**config.mk**
```make
export PLATFORM = sky130hd
export DESIGN_NAME = imm_gen_pipe
export DESIGN_NICKNAME = d
export VERILOG_FILES = /design/src/rtl/imm_gen_pkg.sv /design/src/rtl/imm_decode.sv /design/src/rtl/imm_gen_pipe.sv
export SDC_FILE = /design/constraint.sdc
export NUM_CORES = 1
export LEC_CHECK = 0
export CORE_ASPECT_RATIO = 1.1
export CORE_MARGIN = 5
export CORE_UTILIZATION = 37
export DETAILED_ROUTE_END_ITERATION = 8
export PLACE_DENSITY_LB_ADDON = 0.2
export SETUP_SLACK_MARGIN = 0.3
export SLEW_MARGIN = 20
export SYNTH_ARGS = -nofsm -noshare
export SYNTH_HDL_FRONTEND = slang
export SYNTH_SLANG_ARGS = --single-unit
export TNS_END_PERCENT = 30
```
**constraint.sdc**
```tcl
create_clock -name clk -period 5.7 [get_ports clk]
set_input_delay 0.855 -clock clk [delete_from_list [all_inputs] [get_ports clk]]
set_output_delay 0.855 -clock clk [all_outputs]
set_load 0.01 [all_outputs]
```
**src/rtl/imm_gen_pkg.sv**
```systemverilog
// Shared definitions for the RISC-V immediate generator: opcodes, format
// encoding and the queue entry layout.
package imm_gen_pkg;

    localparam logic [6:0] OP_IMM    = 7'b0010011;
    localparam logic [6:0] OP_LOAD   = 7'b0000011;
    localparam logic [6:0] OP_JALR   = 7'b1100111;
    localparam logic [6:0] OP_STORE  = 7'b0100011;
    localparam logic [6:0] OP_BRANCH = 7'b1100011;
    localparam logic [6:0] OP_LUI    = 7'b0110111;
    localparam logic [6:0] OP_AUIPC  = 7'b0010111;
    localparam logic [6:0] OP_JAL    = 7'b1101111;

    localparam int unsigned IMM_MAX_W = 64;

    typedef enum logic [2:0] {
        FMT_NONE = 3'd0,
        FMT_I    = 3'd1,
        FMT_ISH  = 3'd2,
        FMT_S    = 3'd3,
        FMT_SB   = 3'd4,
        FMT_U    = 3'd5,
        FMT_UJ   = 3'd6
    } imm_fmt_e;

    // Sized for the widest XLEN; narrower builds use the low bits only.
    // The tag lives beside the entry since its width is a per-instance parameter.
    typedef struct packed {
        logic [IMM_MAX_W-1:0] imm;
        imm_fmt_e             fmt;
        logic                 illegal;
    } imm_entry_t;

endpackage

```
**src/rtl/imm_decode.sv**
```systemverilog
// Combinational immediate decoder: instruction word -> extended immediate,
// format and illegal flag.
module imm_decode
    import imm_gen_pkg::*;
#(
    parameter int XLEN = 64
) (
    input  logic [31:0]     instr,
    output logic [XLEN-1:0] imm,
    output imm_fmt_e        fmt,
    output logic            illegal
);

    logic [31:0] raw;
    logic [2:0]  funct3;

    assign funct3 = instr[14:12];

    always_comb begin
        raw     = '0;
        fmt     = FMT_NONE;
        illegal = 1'b0;
        case (instr[6:0])
            OP_IMM: begin
                if (funct3 == 3'b001 || funct3 == 3'b101) begin
                    fmt = FMT_ISH;
                    if (XLEN == 64) raw = {26'b0, instr[25:20]};
                    else            raw = {27'b0, instr[24:20]};
                end else begin
                    fmt = FMT_I;
                    raw = {{20{instr[31]}}, instr[31:20]};
                end
            end
            OP_LOAD, OP_JALR: begin
                fmt = FMT_I;
                raw = {{20{instr[31]}}, instr[31:20]};
            end
            OP_STORE: begin
                fmt = FMT_S;
                raw = {{20{instr[31]}}, instr[31:25], instr[11:7]};
            end
            OP_BRANCH: begin
                fmt = FMT_SB;
                raw = {{19{instr[31]}}, instr[31], instr[7], instr[30:25], instr[11:8], 1'b0};
            end
            OP_LUI, OP_AUIPC: begin
                fmt = FMT_U;
                raw = {instr[31:12], 12'h000};
            end
            OP_JAL: begin
                fmt = FMT_UJ;
                raw = {{11{instr[31]}}, instr[31], instr[19:12], instr[20], instr[30:21], 1'b0};
            end
            default: begin
                illegal = 1'b1;
            end
        endcase
    end

    // Every format is already correct in 32 bits; widening is a plain sign extension.
    assign imm = XLEN'($signed(raw));

endmodule

```
**src/rtl/imm_gen_pipe.sv**
```systemverilog
// Pipelined immediate generator: decode in front of a 2-entry output queue
// with registered in_ready, so no combinational path from out_ready to fetch.
module imm_gen_pipe
    import imm_gen_pkg::*;
#(
    parameter int XLEN  = 64,
    parameter int TAG_W = 64
) (
    input  logic             clk,
    input  logic             rst_n,
    input  logic             flush,
    input  logic             in_valid,
    output logic             in_ready,
    input  logic [31:0]      in_instr,
    input  logic [TAG_W-1:0] in_tag,
    output logic             out_valid,
    input  logic             out_ready,
    output logic [XLEN-1:0]  out_imm,
    output logic [2:0]       out_fmt,
    output logic             out_illegal,
    output logic [TAG_W-1:0] out_tag
);

    logic [XLEN-1:0]  dec_imm;
    imm_fmt_e         dec_fmt;
    logic             dec_illegal;
    imm_entry_t       new_entry;
    imm_entry_t       slot [2];
    logic [TAG_W-1:0] tag_q [2];
    logic [1:0]       count;
    logic             push;
    logic             pop;
    imm_entry_t       head;

    imm_decode #(.XLEN(XLEN)) u_decode (
        .instr   (in_instr),
        .imm     (dec_imm),
        .fmt     (dec_fmt),
        .illegal (dec_illegal)
    );

    always_comb begin
        new_entry         = '0;
        new_entry.imm     = IMM_MAX_W'(dec_imm);
        new_entry.fmt     = dec_fmt;
        new_entry.illegal = dec_illegal;
    end

    assign in_ready  = (count != 2'd2);
    assign out_valid = (count != 2'd0);
    assign push      = in_valid && in_ready;
    assign pop       = out_valid && out_ready;

    // Slot 0 is always the head; a pop shifts slot 1 down.
    always_ff @(posedge clk or negedge rst_n) begin
        if (!rst_n) begin
            count    <= '0;
            slot[0]  <= '0;
            slot[1]  <= '0;
            tag_q[0] <= '0;
            tag_q[1] <= '0;
        end else if (flush) begin
            count <= '0;
        end else begin
            case ({push, pop})
                2'b10: begin
                    slot[count[0]]  <= new_entry;
                    tag_q[count[0]] <= in_tag;
                    count           <= count + 2'd1;
                end
                2'b01: begin
                    slot[0]  <= slot[1];
                    tag_q[0] <= tag_q[1];
                    count    <= count - 2'd1;
                end
                2'b11: begin
                    if (count == 2'd1) begin
                        slot[0]  <= new_entry;
                        tag_q[0] <= in_tag;
                    end else begin
                        slot[0]  <= slot[1];
                        tag_q[0] <= tag_q[1];
                        slot[1]  <= new_entry;
                        tag_q[1] <= in_tag;
                    end
                end
                default: ;
            endcase
        end
    end

    assign head        = out_valid ? slot[0] : '0;
    assign out_imm     = head.imm[XLEN-1:0];
    assign out_fmt     = head.fmt;
    assign out_illegal = head.illegal;
    assign out_tag     = out_valid ? tag_q[0] : '0;

endmodule

```
; Word-level counts from Yosys, hierarchy flattened
; Cells that the tools add are included.
[classes]
eq_ne = 16
reduce_logical = 13
bitwise_logic = 2
n_addsub = 2
magnitude_cmp = 2
mux = 23
[op_table]
columns = cell, count
row1 = 2-to-1 mux 68 bit, 4
row2 = 2-to-1 mux 64 bit, 4
row3 = case mux 68 bit (3 select lines), 1
row4 = case mux 32 bit (6 select lines), 1
row5 = case mux 64 bit (3 select lines), 1
row6 = bitwise mux 136 bit, 1
row7 = case mux 68 bit (2 select lines), 1
row8 = bitwise mux 128 bit, 1
row9 = case mux 64 bit (2 select lines), 1
row10 = demux 68 bit (select 1 bit), 1
row11 = demux 64 bit (select 1 bit), 1
row12 = 2-to-1 mux 32 bit, 1
row13 = "== test 7 bit, second input constant", 3
row14 = case mux 3 bit (6 select lines), 1
row15 = "== test 7 x 5 -> 1 bit, second input constant", 2
row16 = "== test 7 x 6 -> 1 bit, second input constant", 2
row17 = OR reduction 8 bit, 1
row18 = "== test 7 x 2 -> 1 bit, second input constant", 1
row19 = nonzero test 3 bit, 2
row20 = "== test 2 x 1 -> 1 bit, second input constant", 2
row21 = "== test 2 bit, second input constant", 2
row22 = 2-to-1 mux 2 bit, 2
row23 = "inequality test 2 bit, second input constant", 2
row24 = case mux 2 bit (2 select lines), 1
row25 = 15 further kinds, 19
[word_totals]
output_inout_bits = 134
in_bits = 101
word_cells = 67
reg_bits = 266

; Longest topological paths before layout
[logic_depth]
ltp_word = 7
depth_mapped = 10
mapped_depth_nobuf = 7

; Hierarchy
; A second synthesis with hierarchy kept.
[unflattened]
cells_unflattened = 1506
hier_area_um2 = 15423.5
[by_module_without_submodules]
columns = mod, area_each_um2, seq_area_each_um2, instances, cells_per_inst
row1 = imm_gen_pipe, 14503.9, 6656.4, 1, 1375
row2 = imm_decode, 919.6, 0.0, 1, 131

; Least setup slack after synthesis
; No wires, ideal clock.
[synth_path]
kind = flip-flop to output port
startpoint = register count[0]
endpoint = output out_imm[32]
arrival_time_ps = 2644
path_stages_with_launch = 7
path_slack_ps = 2201
required_ps = 4845
path_buffers = 3
path_cell_list = dfrtp_1 -> inv_1 -> ha_1 -> clkbuf_1 -> clkbuf_1 -> nor2b_1 -> buf_4
[synth_between]
elab_chain_cells = 2
[synth_rtl]
columns = element, line
row1 = start: declaration, imm_gen_pipe.sv:30  ; logic [1:0] count;
row2 = start signal: assignment, imm_gen_pipe.sv:69  ; count <= count + 2'd1;
row3 = start signal: assignment, imm_gen_pipe.sv:74  ; count <= count - 2'd1;
row4 = nonzero test 2 bit, imm_gen_pipe.sv:50  ; assign out_valid = (count != 2'd0);
row5 = 2-to-1 mux 68 bit, imm_gen_pipe.sv:92  ; assign head = out_valid ? slot[0] : '0;
row6 = end: declaration, imm_gen_pipe.sv:18  ; output logic [XLEN-1:0] out_imm,
; Every way passes these cells.

; Final worst setup path
[layout_path]
startpoint = register count[0]
endpoint = output out_imm[28]
; Same word-level chain as after synthesis.

==> impl_metrics.env <==
export IMPL_antenna_found_initial=1
export IMPL_clockRootBuffer="clkbuf_16"
export IMPL_cp_num_cells=5
export IMPL_powerDensity_nw_per_um2=498
export IMPL_finalHoldViolCount=0
export IMPL_cpPeakStageDelay_ns=0.69
export IMPL_synth_xor_area_share_pct=0.179
export IMPL_ant_nets=0
export IMPL_p_total_mw=6.36
export IMPL_synth_seq_area_share_pct=51.7
export IMPL_vias=8134
export IMPL_syn_cell_area_um2=9770
export IMPL_synth_distinct_cells=50
export IMPL_reg2reg_from="count[0]$_DFFE_PN0P_"
export IMPL_clockBufferDepth=3
export IMPL_crit_path_max_fanout=63
export IMPL_cp_arrival_ns=3.10
export IMPL_synthSimpleGateAreaFrac_pct=22.1
export IMPL_synthMuxAreaShare_pct=0.102
export IMPL_wl_per_cell_um=17.3
export IMPL_synth_edff_count=0
export IMPL_drive_gt1_share_pct=4.82
export IMPL_p_leak_nw=5.57
export IMPL_rsz0062_at_grt="no"
export IMPL_regArea_um2=5050
export IMPL_slew_headroom_pct=35.5
export IMPL_regToRegEndpoint="slot[74]$_DFFE_PN0P_"
export IMPL_numPortBuffers=234
export IMPL_grt_overflow=0
export IMPL_ctsHtreeMaxLevel=1
export IMPL_ys_async_sr_fraction_pct=100
export IMPL_drt_iter0_drc=369
export IMPL_vias_per_cell=5.03
export IMPL_dpl_hpwl_mm=17.8
export IMPL_cts_hold_buf=0
export IMPL_antenna_cells=0
export IMPL_final_common_cell="nand2_1"
export IMPL_cpLargestDelayFamily="buffers and inverters"
export IMPL_ys_warn_count=0
export IMPL_cp_data_required_time_ns=4.85
export IMPL_multiInputGateArea_um2=4110
export IMPL_worst_pin_slew_ns=0.968
export IMPL_post_cts_buffers=0
export IMPL_endpoint="out_imm[28]"
export IMPL_crit_path_end_kind="output pin"
export IMPL_die_x_um=165
export IMPL_setup_viol=0
export IMPL_route_detailed_drc=0
export IMPL_nets=1353
export IMPL_grt_use_total_pct=18.2
export IMPL_start_util_pct=37.5
export IMPL_cts_resized=0
export IMPL_cts_tree="done"
export IMPL_peakVddDrop_mv=0.298
export IMPL_min_path_type="flop to flop"
export IMPL_insertion_delay_ns=0.51
export IMPL_maxCapViolCount=0
export IMPL_synth_top_family_by_area="simple AND/OR/NAND/NOR gates"
export IMPL_synthAdderAreaFrac_pct=0.384
export IMPL_reg2reg_slack_ns=2.28
export IMPL_core_area_um2=26100
export IMPL_critPathSlowestCell="buf_4"
export IMPL_path_cells="inv_1 -> ha_4 -> buf_4 -> nor2b_1 -> clkdlybuf4s50_1"
export IMPL_skew_ns=0.0146
export IMPL_synth_flop_cell="dfrtp_1"
export IMPL_pin_count=235
export IMPL_syn_inst=1092
export IMPL_syn_to_final_growth_pct=30.6
export IMPL_crit_type="flop to output pin"
export IMPL_start_kind="flop"
export IMPL_clkSlewWorstSetupHoldPaths_ns=0.06
export IMPL_run_status="complete, no violations"
export IMPL_grt_pass1_vias=8235
export IMPL_place_congestion=0.774
export IMPL_final_cell_mix="nand2_1 (309), clkdlybuf4s50_1 (233), dfrtp_1 (202)"
export IMPL_fin_crit_sh_pct=69.5
export IMPL_ys_ff_latch=202
export IMPL_grt_pass1_wl_mm=44.5
export IMPL_synth_nets=1196
export IMPL_dieHeight_um=180
export IMPL_grt_max_degree=116
export IMPL_crit_buf_inv=3
export IMPL_dr_pass1_iters=5
export IMPL_max_freq_ghz=0.253
export IMPL_synth_compound_area_share_pct=18.8
export IMPL_dieArea_um2=29800
export IMPL_routed_wl_mm=27.9
export IMPL_fillers=2546
export IMPL_critPathLaunch="count[0]$_DFFE_PN0P_"
export IMPL_row_count=62
export IMPL_drv_slew=0
export IMPL_avgSynthCellArea_um2=8.95
export IMPL_cts_buffers=23
export IMPL_reg2reg_depth=7
export IMPL_fin_crit_ns=3.96
export IMPL_setup_tns_ns=0
export IMPL_cts_sinks=202
==> power breakdown <==
group	total, mW	switching [mW]	leakage (nW)	internal [mW]
Combinational	2.69	1.53	2.64	1.16
Sequential	2.27	0.275	2.58	2.00
Clock	1.40	0.598	0.349	0.799
==> registers in the layout (all words and copies together), names as in the netlist <==
register	count
count	2
slot	72
tag_q	128
==> logic make-up (layout without fill, tap and decap cells) <==
group	after synthesis	after routing
buf+inv	120	293
fa+ha+maj	3	3
mux	1	1
simple gates	478	478
flops	202	202
compound gates	286	286
xor+xnor	2	2
==> routing by layer <==
metal	GRT usage (%)	share of wire, %
met5	0	0.047
met4	4.23	1.9
met3	3.18	6.4
met2	31.4	49
met1	23.8	43
==> stage by stage <==
step | setup slack, ns | hold slack (ns) | cell area, um^2 | util (%) | cells
after floorplan | 2.20 | 0.442 | 9770 | - | 1092
after global placement | 2.10 | 0.454 | 12100 | 46.3 | 1576
after detailed placement | 2.03 | 0.462 | 12100 | 46.3 | 1576
after CTS | 1.66 | 0.476 | 12800 | 48.9 | 1617
after global routing | 1.54 | 0.493 | 12800 | 49.0 | 1617
final | 1.74 | 0.466 | 12800 | 49.0 | 1617
==> final cells by class <==
cell class                      count  share of cell area, %
Clock inverter                      7                  0.333
Inverter                            6                  0.176
Sequential cell                   202                   39.6
Tap cell                          352                   3.45
Clock buffer                       34                   5.15
Multi-Input combinational cell    770                   32.2
Timing Repair Buffer              246                   19.1
==> cells in the mapped netlist (all sizes together), types with 2 or more instances <==
cell	count	share of area, %
nand3	13	0.67
and3	2	0.18
a221o	11	1.1
nand3b	3	0.23
a22o	5	0.45
o22ai	2	0.19
nand2b	2	0.13
o21ai	106	5.4
nor3	2	0.15
nor3b	3	0.23
a21o	2	0.15
ha	3	0.38
clkbuf	33	1.3
nor2b	104	6.7
buf	81	5.2
nand4b	2	0.24
o211ai	9	0.69
inv	6	0.23
a32oi	6	0.54
o21a	9	0.69
a31oi	2	0.19
and3b	2	0.18
and2	2	0.15
a22oi	68	5.2
a21oi	48	2.5
o22a	11	0.99
nand2	309	12
xnor2	2	0.18
dfrtp	202	52
nor2	32	1.3
a211oi	3	0.23
==> tightest hold or removal path, stage by stage (launching register included) <==
cell and delay (ns):
dfrtp_1 0.33, nand2_1 0.04, o21ai_0 0.05
==> how the worst min path moves through the flow <==
stage	start	to	slack, ns	cells after the start
after floorplan	slot[78]$_DFFE_PN0P_	slot[78]$_DFFE_PN0P_	0.44	2
after global placement	tag_q[97]$_DFFE_PN0P_	tag_q[97]$_DFFE_PN0P_	0.45	2
after detailed placement	tag_q[119]$_DFFE_PN0P_	tag_q[119]$_DFFE_PN0P_	0.46	2
after CTS	tag_q[67]$_DFFE_PN0P_	tag_q[67]$_DFFE_PN0P_	0.48	2
after global routing	slot[66]$_DFFE_PN0P_	slot[66]$_DFFE_PN0P_	0.49	2
final	tag_q[105]$_DFFE_PN0P_	tag_q[105]$_DFFE_PN0P_	0.47	2
Note: power is estimated with default switching activity, not from simulation.
